<file path="config.mk">
export PLATFORM = sky130hd
export DESIGN_NAME = spi_boot_ctrl
export DESIGN_NICKNAME = d
export VERILOG_FILES = /design/src/rtl/boot_pkg.sv /design/src/rtl/spi_boot_ctrl_byte_packer.sv /design/src/rtl/spi_boot_ctrl.sv
export SDC_FILE = /design/constraint.sdc
export NUM_CORES = 1
export LEC_CHECK = 0
export CORE_ASPECT_RATIO = 0.7
export CORE_UTILIZATION = 60
export DETAILED_ROUTE_END_ITERATION = 8
export HOLD_SLACK_MARGIN = 0.02
export PLACE_DENSITY_LB_ADDON = 0.25
export SLEW_MARGIN = 25
export SYNTH_ARGS = -nofsm -noshare
export SYNTH_HDL_FRONTEND = slang
export SYNTH_SLANG_ARGS = --single-unit
</file>
<file path="constraint.sdc">
create_clock -name clk_in -period 7.9 [get_ports clk_in]
set_input_delay 1.58 -clock clk_in [delete_from_list [all_inputs] [get_ports clk_in]]
set_output_delay 1.58 -clock clk_in [all_outputs]
set_load 0.01 [all_outputs]
</file>
<file path="src/rtl/boot_pkg.sv">
// Shared types and constants for the SPI boot loader (spi_boot_ctrl, byte_packer).
// Build option SPI_BOOT_CHECKSUM_EN enables the trailer checksum byte.
package boot_pkg;

  localparam logic [7:0] BOOT_MAGIC = 8'hA5;

  typedef enum logic [2:0] {
    WAIT_MAGIC,
    LEN_LO,
    LEN_HI,
    DATA,
    CSUM,
    RUN,
    ERROR
  } boot_state_t;

  typedef enum logic [1:0] {
    ERR_NONE    = 2'd0,
    ERR_LEN     = 2'd1,
    ERR_TIMEOUT = 2'd2,
    ERR_CSUM    = 2'd3
  } boot_err_t;

  // States in which the inter-byte idle timeout is armed.
  function automatic logic in_frame(input boot_state_t s);
    return (s == LEN_LO) || (s == LEN_HI) || (s == DATA) || (s == CSUM);
  endfunction

endpackage

</file>
<file path="src/rtl/spi_boot_ctrl_byte_packer.sv">
// Assembles little-endian 32-bit words from a byte stream; first byte lands in [7:0].
// word_valid_o is combinational and coincides with the lane-3 byte.
module byte_packer (
  input  logic        clk_in,
  input  logic        rst_in,
  input  logic [7:0]  byte_i,
  input  logic        valid_i,
  input  logic        clear_i,
  output logic [31:0] word_o,
  output logic        word_valid_o
);

  logic [1:0]  lane_q;
  logic [31:0] data_q;

  assign word_o       = {byte_i, data_q[31:8]};
  assign word_valid_o = valid_i && !clear_i && (lane_q == 2'd3);

  always_ff @(posedge clk_in or posedge rst_in) begin
    if (rst_in) begin
      lane_q <= 2'd0;
      data_q <= 32'd0;
    end else if (clear_i) begin
      lane_q <= 2'd0;
      data_q <= 32'd0;
    end else if (valid_i) begin
      lane_q <= lane_q + 2'd1;
      data_q <= {byte_i, data_q[31:8]};
    end
  end

endmodule

</file>
<file path="src/rtl/spi_boot_ctrl.sv">
// SPI boot sequencer: holds the CPU in reset, loads a framed image into RAM, then releases it.
// Define SPI_BOOT_CHECKSUM_EN to require an XOR trailer byte after the payload.
module spi_boot_ctrl
  import boot_pkg::*;
#(
  parameter int DEPTH_WORDS    = 256,
  parameter int AW             = 8,
  parameter int TIMEOUT_CYCLES = 1_000_000
) (
  input  logic          clk_in,
  input  logic          rst_in,
  input  logic [7:0]    spi_data,
  input  logic          spi_valid,
  output logic          cpu_resetn,
  output logic          ram_owner,
  output logic          ld_we,
  output logic [AW-1:0] ld_addr,
  output logic [31:0]   ld_wdata,
  output logic          busy,
  output logic [1:0]    err
);

  localparam int TW = $clog2(TIMEOUT_CYCLES + 1);
  localparam logic [15:0] MAX_LEN = 16'(DEPTH_WORDS);

  boot_state_t   state_q;
  boot_err_t     err_q;
  logic          cpu_resetn_q;
  logic          busy_q;
  logic          ld_we_q;
  logic [AW-1:0] ld_addr_q;
  logic [31:0]   ld_wdata_q;
  logic [7:0]    len_lo_q;
  logic [AW-1:0] idx_q;
  logic [AW-1:0] last_q;
  logic [TW-1:0] idle_q;
`ifdef SPI_BOOT_CHECKSUM_EN
  logic [7:0]    csum_q;
`endif

  logic [15:0] len_d;
  logic        timeout_d;
  logic        magic_d;
  logic [31:0] word;
  logic        word_valid;

  assign len_d     = {spi_data, len_lo_q};
  assign magic_d   = spi_valid && (spi_data == BOOT_MAGIC);
  assign timeout_d = in_frame(state_q) && !spi_valid &&
                     (idle_q == TW'(TIMEOUT_CYCLES - 1));

  byte_packer u_packer (
    .clk_in       (clk_in),
    .rst_in       (rst_in),
    .byte_i       (spi_data),
    .valid_i      (spi_valid && (state_q == DATA)),
    .clear_i      (state_q != DATA),
    .word_o       (word),
    .word_valid_o (word_valid)
  );

  assign cpu_resetn = cpu_resetn_q;
  assign ram_owner  = ~cpu_resetn_q;
  assign ld_we      = ld_we_q;
  assign ld_addr    = ld_addr_q;
  assign ld_wdata   = ld_wdata_q;
  assign busy       = busy_q;
  assign err        = err_q;

  always_ff @(posedge clk_in or posedge rst_in) begin
    if (rst_in) begin
      state_q      <= WAIT_MAGIC;
      err_q        <= ERR_NONE;
      cpu_resetn_q <= 1'b0;
      busy_q       <= 1'b0;
      ld_we_q      <= 1'b0;
      ld_addr_q    <= '0;
      ld_wdata_q   <= 32'd0;
      len_lo_q     <= 8'd0;
      idx_q        <= '0;
      last_q       <= '0;
      idle_q       <= '0;
`ifdef SPI_BOOT_CHECKSUM_EN
      csum_q       <= 8'd0;
`endif
    end else begin
      ld_we_q <= 1'b0;
      if (spi_valid || !in_frame(state_q)) idle_q <= '0;
      else                                 idle_q <= idle_q + TW'(1);

      if (timeout_d) begin
        state_q <= ERROR;
        err_q   <= ERR_TIMEOUT;
        busy_q  <= 1'b0;
      end else begin
        case (state_q)
          WAIT_MAGIC, RUN, ERROR: begin
            // A data-path finish enters RUN with the CPU still held; it releases here one cycle later.
            if (state_q == RUN) cpu_resetn_q <= 1'b1;
            if (magic_d) begin
              state_q      <= LEN_LO;
              err_q        <= ERR_NONE;
              cpu_resetn_q <= 1'b0;
              busy_q       <= 1'b1;
`ifdef SPI_BOOT_CHECKSUM_EN
              csum_q       <= 8'd0;
`endif
            end
          end
          LEN_LO: begin
            if (spi_valid) begin
              len_lo_q <= spi_data;
              state_q  <= LEN_HI;
`ifdef SPI_BOOT_CHECKSUM_EN
              csum_q   <= csum_q ^ spi_data;
`endif
            end
          end
          LEN_HI: begin
            if (spi_valid) begin
`ifdef SPI_BOOT_CHECKSUM_EN
              csum_q <= csum_q ^ spi_data;
`endif
              if (len_d > MAX_LEN) begin
                state_q <= ERROR;
                err_q   <= ERR_LEN;
                busy_q  <= 1'b0;
              end else if (len_d == 16'd0) begin
`ifdef SPI_BOOT_CHECKSUM_EN
                state_q <= CSUM;
`else
                state_q      <= RUN;
                cpu_resetn_q <= 1'b1;
                busy_q       <= 1'b0;
`endif
              end else begin
                state_q <= DATA;
                idx_q   <= '0;
                last_q  <= AW'(len_d - 16'd1);
              end
            end
          end
          DATA: begin
            if (spi_valid) begin
`ifdef SPI_BOOT_CHECKSUM_EN
              csum_q <= csum_q ^ spi_data;
`endif
              if (word_valid) begin
                ld_we_q    <= 1'b1;
                ld_addr_q  <= idx_q;
                ld_wdata_q <= word;
                idx_q      <= idx_q + AW'(1);
                if (idx_q == last_q) begin
`ifdef SPI_BOOT_CHECKSUM_EN
                  state_q <= CSUM;
`else
                  state_q <= RUN;
                  busy_q  <= 1'b0;
`endif
                end
              end
            end
          end
`ifdef SPI_BOOT_CHECKSUM_EN
          CSUM: begin
            if (spi_valid) begin
              busy_q <= 1'b0;
              if (spi_data == csum_q) begin
                state_q      <= RUN;
                cpu_resetn_q <= 1'b1;
              end else begin
                state_q <= ERROR;
                err_q   <= ERR_CSUM;
              end
            end
          end
`endif
          default: begin
            state_q <= WAIT_MAGIC;
            busy_q  <= 1'b0;
          end
        endcase
      end
    end
  end

endmodule

</file>
==> results of run 1 <==
## cell usage in the layout, fill, tap and decap left out, types with 16 or more instances in the layout
| cell | synthesis | routed |
|---|---|---|
| xnor2_1 | 16 | 16 |
| mux2_2 | 16 | 16 |
| dfrtp_1 | 118 | 118 |
| clkbuf_16 | 0 | 17 |
| nor2_1 | 55 | 55 |
| clkdlybuf4s50_1 | 0 | 55 |
| mux2_4 | 36 | 36 |
| nand2_1 | 29 | 29 |
| mux2i_1 | 25 | 25 |
## power by group
part | switching (uW) | leakage, uW | internal [uW] | total, uW
clock network | 262 | 0.000280 | 497 | 759
registers | 101 | 0.00161 | 681 | 782
logic | 238 | 0.00115 | 223 | 461
total | 601 | 0.00304 | 1400 | 2000
## kinds of logic after synthesis
group | synth area share [%]
fa+ha+maj | 1.12
mux | 17.4
compound gates | 5.78
buf+inv | 2.85
flops | 52.9
simple gates | 15.1
xor+xnor | 4.86
## worst min path at each step
stage | depth (start not counted) | slack (ns) | to | startpoint
2_1_floorplan | 1 | 0.42 | idle_q[0] | idle_q[0]
4_1_cts | 1 | 0.45 | idle_q[0] | idle_q[0]
3_5_place_dp | 1 | 0.44 | idle_q[0] | idle_q[0]
5_1_grt | 1 | 0.46 | idle_q[0] | idle_q[0]
3_3_place_gp | 1 | 0.43 | idle_q[0] | idle_q[0]
6_report | 1 | 0.45 | idle_q[0] | idle_q[0]
## area by class of cell
cell class / instances / area, sq um / area share [%]
Multi-Input combinational cell: 326 / 2470 / 36.4
Inverter: 9 / 38.8 / 0.572
Timing Repair Buffer: 58 / 574 / 8.47
Sequential cell: 118 / 2950 / 43.6
Clock inverter: 6 / 92.6 / 1.37
Clock buffer: 25 / 495 / 7.31
Tap cell: 124 / 155 / 2.29
## per-stage QoR
| step | instance area [sq um] | utilization [%] | std cells | power, uW | setup slack (ns) |
|---|---|---|---|---|---|
| 6_report | 6780 | 75.0 | 666 | 2000 | 3.76 |
| 5_1_grt | 6780 | 75.0 | 666 | 2090 | 3.61 |
| 4_1_cts | 6780 | 75.0 | 666 | 2000 | 3.74 |
| 3_5_place_dp | 6190 | 68.5 | 635 | 1230 | 3.37 |
| 3_3_place_gp | 6190 | 68.5 | 635 | 1210 | 3.48 |
| 2_1_floorplan | 5580 | - | 477 | 1080 | 3.19 |
## registers in the layout (all words and copies together) (netlist names), 2 cells and up
register,flops
state_q,3
last_q,8
u_packer.data_q,24
ld_wdata,32
idx_q,8
ld_addr,8
u_packer.lane_q,2
err,2
idle_q,20
len_lo_q,8
## layer usage
metal | track usage (%) | vias to the layer above
met3 | 5.47 | 33
met1 | 39.7 | 1927
li1 | - | 1798
met4 | 13.8 | 0
met5 | 0 | -
met2 | 38.9 | 167
## worst reg2reg max path, stage by stage, from the launching register on
cell and delay [ns]:
dfrtp_1 0.57, nor2b_1 0.30, a31oi_1 0.14, a221o_2 0.54, or2_4 0.30, inv_4 0.53, mux2_2 0.43
## synthesized netlist by cell type (all sizes together) (6+ instances only)
library cell | number | area, sq um
a21oi | 8 | 40.0
buf | 10 | 70.1
clkbuf | 14 | 52.6
dfrtp | 118 | 2950
inv | 9 | 36.3
mux2 | 52 | 721
mux2i | 25 | 250
nand2 | 29 | 109
nand3 | 13 | 65.1
nand4 | 10 | 68.8
nor2 | 55 | 206
nor3 | 9 | 50.1
o21ai | 16 | 80.1
o31ai | 8 | 60.1
or3 | 8 | 50.1
or4 | 6 | 48.8
xnor2 | 16 | 140
xor2 | 15 | 131
==> metrics.md, run 1 <==
| Metric | Value |
|---|---|
| Starting Density | `61.8%` |
| Initial antenna violation count | `0` |
| Crit path cell chain | `buf_2 > nor2b_1 > nand3_1 > a221o_2 > or2_4 > inv_4 > mux2_2` |
| Die ar. | `9700 sq um` |
| Data arrival time of the critical path | `4.44 ns` |
| CP delay by family, top | `buffers and inverters` |
| Hold WC Path Type | `flop to flop` |
| Worst-Margin Slew | `0.889 ns` |
| Final TNS setup | `0 ns` |
| Rows | `29` |
| Hpwl dp | `7740 microns` |
| DRT iter0 DRCs | `288` |
| Critical Path Sink Type | `flop` |
| Yosys cell types | `56` |
| CP Capture Point | `ld_addr[4]` |
| Final setup fails | `0` |
| Worst-case clock buffer depth | `2` |
| Final worst-path cycle share | `52.5%` |
| Vias | `3925` |
| Global-route wire length before repair | `19400 microns` |
| Seq/Total Area, Yosys | `52.9%` |
| Pwr Density | `295 nW/um^2` |
| RSZ-0062 raised after global routing | `no` |
| Critical setup path kind | `primary input to flop` |
| Crit path buf inv count | `2` |
| Largest net degree at the start of global routing | `77` |
| Max Slew Vio Count | `0` |
| Post-synth EDFFs | `0` |
| Post-route ant nets | `0` |
| Post-CTS setup buffer count | `0` |
| CP max FO | `44` |
| Remaining DRCs | `0` |
| Rel. slew slack | `40.8%` |
| Most used DFF post-synth | `dfrtp_1` |
| VDD IR-drop max | `0.202 mV` |
| Top-Level Pins | `57` |
| Met2 WL | `5220 microns` |
| Synth Area per Inst | `11.7 sq um` |
| Total Nets Final | `546` |
| Asr flop ratio synth | `100%` |
| Largest stage delay on the critical path | `0.67 ns` |
| Total global routing overflow | `0` |
| Routed wire length | `11900 microns` |
| Diodes inserted | `0` |
| Clock sinks | `118` |
| Synth Register Bits | `118` |
| Reg2reg start | `state_q[0]` |
| Final clock skew | `0.00783 ns` |
| Vias in the first global route | `3764` |
| CTS resizes | `0` |
| Max_cap viols | `0` |
| Syn Std Cell Area | `5580 sq um` |
| Leak Pwr | `0.00304 uW` |
| Worst reg-to-reg path cell count | `6` |
| Min cycle time layout | `4.14 ns` |
| Fmax | `241 MHz` |
| Area Growth Syn to Fin | `21.4%` |
| Gpl congestion | `0.904` |
| CTS HTree Levels | `4` |
| CORE AREA | `9030 sq um` |
| Status | `finished, final reports clean` |
| Via density | `5.89` |
| Top layer in use | `met4` |
| Total GRT Usage | `27.3%` |
| Layout cells sized above 1 | `17.5%` |
| Worst-skew pair later-pin latency | `0.41 ns` |
| Reg2Reg Setup Slack | `4.99 ns` |
| Reg-to-Reg End | `ld_addr[4]` |
| Fillers | `569` |
| Crit. Startpoint | `spi_valid` |
| Clock buffer count from CTS | `17` |
| Slowest-stage cell, CP | `buf_2` |
| First-pass DRT Iterations | `6` |
| Critical Path Source Type | `primary input` |
| Critical path depth | `7` |
| Number of synthesis warnings | `0` |
| WL met1 | `5750 microns` |
| Die width | `117 microns` |
| Port Buffers | `56` |
| DR WL/cell | `17.9 microns` |
| CTS root buf | `clkbuf_16` |
| Hold_buf cts | `0` |
| Hold violation total from the final report | `0` |
| Cells after Synth | `477` |
| Met3 WL post-DR | `697 microns` |
| Syn nets | `493` |
| Hold_ws | `0.450 ns` |
| CTS tree | `built` |
| Worst Path Required | `8.19 ns` |
| Clock transition at path regs | `0.05 ns` |
| Die span in y | `82.7 microns` |
Note: power is estimated with default switching activity, not from simulation.
==> inputs of run 2 (changes only) <==
Settings changed: CORE_UTILIZATION 60 to 57.
Clock period 7.9 ns to 4.15 ns, I/O delays scaled along.
==> run 2 against run 1 <==
Effect of this change: flip-flop and latch count did not move; largest power group is now clock; setup slack got worse by 2.7 ns; clock power rose by 98%; first-iteration DRC count rose by 2.1%.
==> metrics.md, run 2 (synthesis results as in run 1) <==
| Metric | Value |
|---|---|
| Area Growth Syn to Fin | `22.7%` |
| Total GRT Usage | `26.7%` |
| Initial antenna violation count | `0` |
| Status | `finished, final reports clean` |
| Rows | `29` |
| Hpwl dp | `7830 microns` |
| Top layer in use | `met4` |
| Area after DPL | `6240 sq um` |
| Post-route ant nets | `0` |
| Starting Density | `60.1%` |
| Gpl congestion | `0.841` |
| Port Buffers | `56` |
| Met2 WL | `5510 microns` |
| RSZ-0062 raised after global routing | `no` |
| Worst-skew pair later-pin latency | `0.41 ns` |
| Met3 WL post-DR | `891 microns` |
| CTS root buf | `clkbuf_16` |
| Vias in the first global route | `3850` |
| Worst reg-to-reg path cell count | `7` |
| Total Nets Final | `551` |
| Final setup fails | `0` |
| Top-Level Pins | `57` |
| Post-CTS setup buffer count | `0` |
| Final TNS setup | `0 ns` |
| Die width | `120 microns` |
| Reg2Reg Setup Slack | `1.43 ns` |
| Clock transition at path regs | `0.05 ns` |
| Critical Path Source Type | `primary input` |
| CTS tree | `built` |
| Total global routing overflow | `0` |
| Critical setup path kind | `primary input to flop` |
| Fin cells | `672` |
| Most common cell after layout, fill and taps aside | `dfrtp_1` |
| DRT iter0 DRCs | `294` |
| Fmax | `323 MHz` |
| First-pass DRT Iterations | `4` |
| Layout cells sized above 1 | `18.8%` |
| WL met1 | `5890 microns` |
| Worst-case clock buffer depth | `2` |
| Largest register FFs | `32` |
| Hold_buf cts | `0` |
| Hold WC Path Type | `flop to flop` |
| DR WL/cell | `18.6 microns` |
| VDD IR-drop max | `0.413 mV` |
| Pwr Density | `567 nW/um^2` |
| Largest net degree at the start of global routing | `79` |
| Hold violation total from the final report | `0` |
| CTS resizes | `0` |
| Global-route wire length before repair | `20400 microns` |
| Remaining DRCs | `0` |
| Largest stage delay on the critical path | `0.51 ns` |
| Crit. Startpoint | `spi_data[3]` |
| Rel. slew slack | `53.5%` |
| CP Capture Point | `ld_wdata[29]` |
| Die ar. | `10200 sq um` |
| Most frequent cells in the layout | `dfrtp_1, nor2_1, clkdlybuf4s50_1` |
| CORE AREA | `9290 sq um` |
| Final instance area | `6850 sq um` |
| Critical Path Sink Type | `flop` |
| Max_cap viols | `0` |
| Final Power | `3880 uW` |
| Placed cells | `640` |
| Final clock skew | `0.00720 ns` |
| Max Slew Vio Count | `0` |
| Min cycle time layout | `3.10 ns` |
| Vias | `3944` |
| Slowest-stage cell, CP | `clkdlybuf4s50_1` |
| CP max FO | `28` |
| Data arrival time of the critical path | `3.40 ns` |
| Worst-Margin Slew | `0.698 ns` |
| Via density | `5.87` |
| Routed wire length | `12500 microns` |
| Clock buffer count from CTS | `17` |
| CTS HTree Levels | `4` |
| Die span in y | `84.8 microns` |
| Crit path cell chain | `clkdlybuf4s50_1 > nor4_1 > nand2_1 > a221o_2 > or2_4 > inv_4 > buf_12 > mux2_4` |
| Diodes inserted | `0` |
| Reg-to-Reg End | `state_q[1]` |
| Final worst-path cycle share | `74.7%` |
| Leak Pwr | `0.00309 uW` |
| Reg2reg start | `len_lo_q[1]` |
| Clock sinks | `118` |
| Worst Path Required | `4.44 ns` |
==> run 2: cell count changes in the layout (fill, tap and decap cells not counted), sizes merged <==
cell and delta:
buf +5, bufinv +1, clkbuf -2, clkinv +3, clkinvlp -1
==> run 2: stage by stage <==
stage,utilization [%],worst slack (ns),hold slack (ns)
after global routing,73.8,0.949,0.494
after floorplan,-,0.191,0.424
after detailed placement,67.2,0.664,0.449
after CTS,73.7,1.09,0.489
after global placement,67.2,0.708,0.436
final,73.8,1.05,0.486
==> run 2: layer usage <==
| layer | track usage (%) | vias up |
|---|---|---|
| li1 | - | 1805 |
| met1 | 38.9 | 1961 |
| met2 | 37.6 | 158 |
| met3 | 8.49 | 20 |
| met4 | 9.76 | 0 |
| met5 | 0 | - |
==> run 2: power breakdown <==
part           total, uW  switching [uW]  leakage (uW)  internal (uW)
clock network       1500             499      0.000303           1000
registers           1490             197       0.00161           1300
logic                889             458       0.00117            431
total               3880            1150       0.00309           2730
==> run 2: how the worst min path moves through the flow <==
stage | slack, ns | to | from | cells after the start
finish | 0.49 | idle_q[0] | idle_q[0] | 1
global route | 0.49 | idle_q[0] | idle_q[0] | 1
detailed placement | 0.45 | idle_q[0] | idle_q[0] | 1
CTS | 0.49 | idle_q[0] | idle_q[0] | 1
floorplan | 0.42 | idle_q[0] | idle_q[0] | 1
global placement | 0.44 | idle_q[0] | idle_q[0] | 1
==> run 2: layout make-up <==
type	count	area (sq um)
fill	625	2440
tap	124	155
multi-input combinational	326	2470
sequential	118	2950
timing repair buffer	63	621
clock inverter	9	123
clock buffer	23	488
inverter	9	41.3
==> run 2: critical path: cells and delay by family <==
kind                   cells  cell delay (ns)
AO/OA/AOI/OAI              1             0.41
buffers and inverters      3             1.01
multiplexers               1             0.32
AND/OR/NAND/NOR            3             0.78
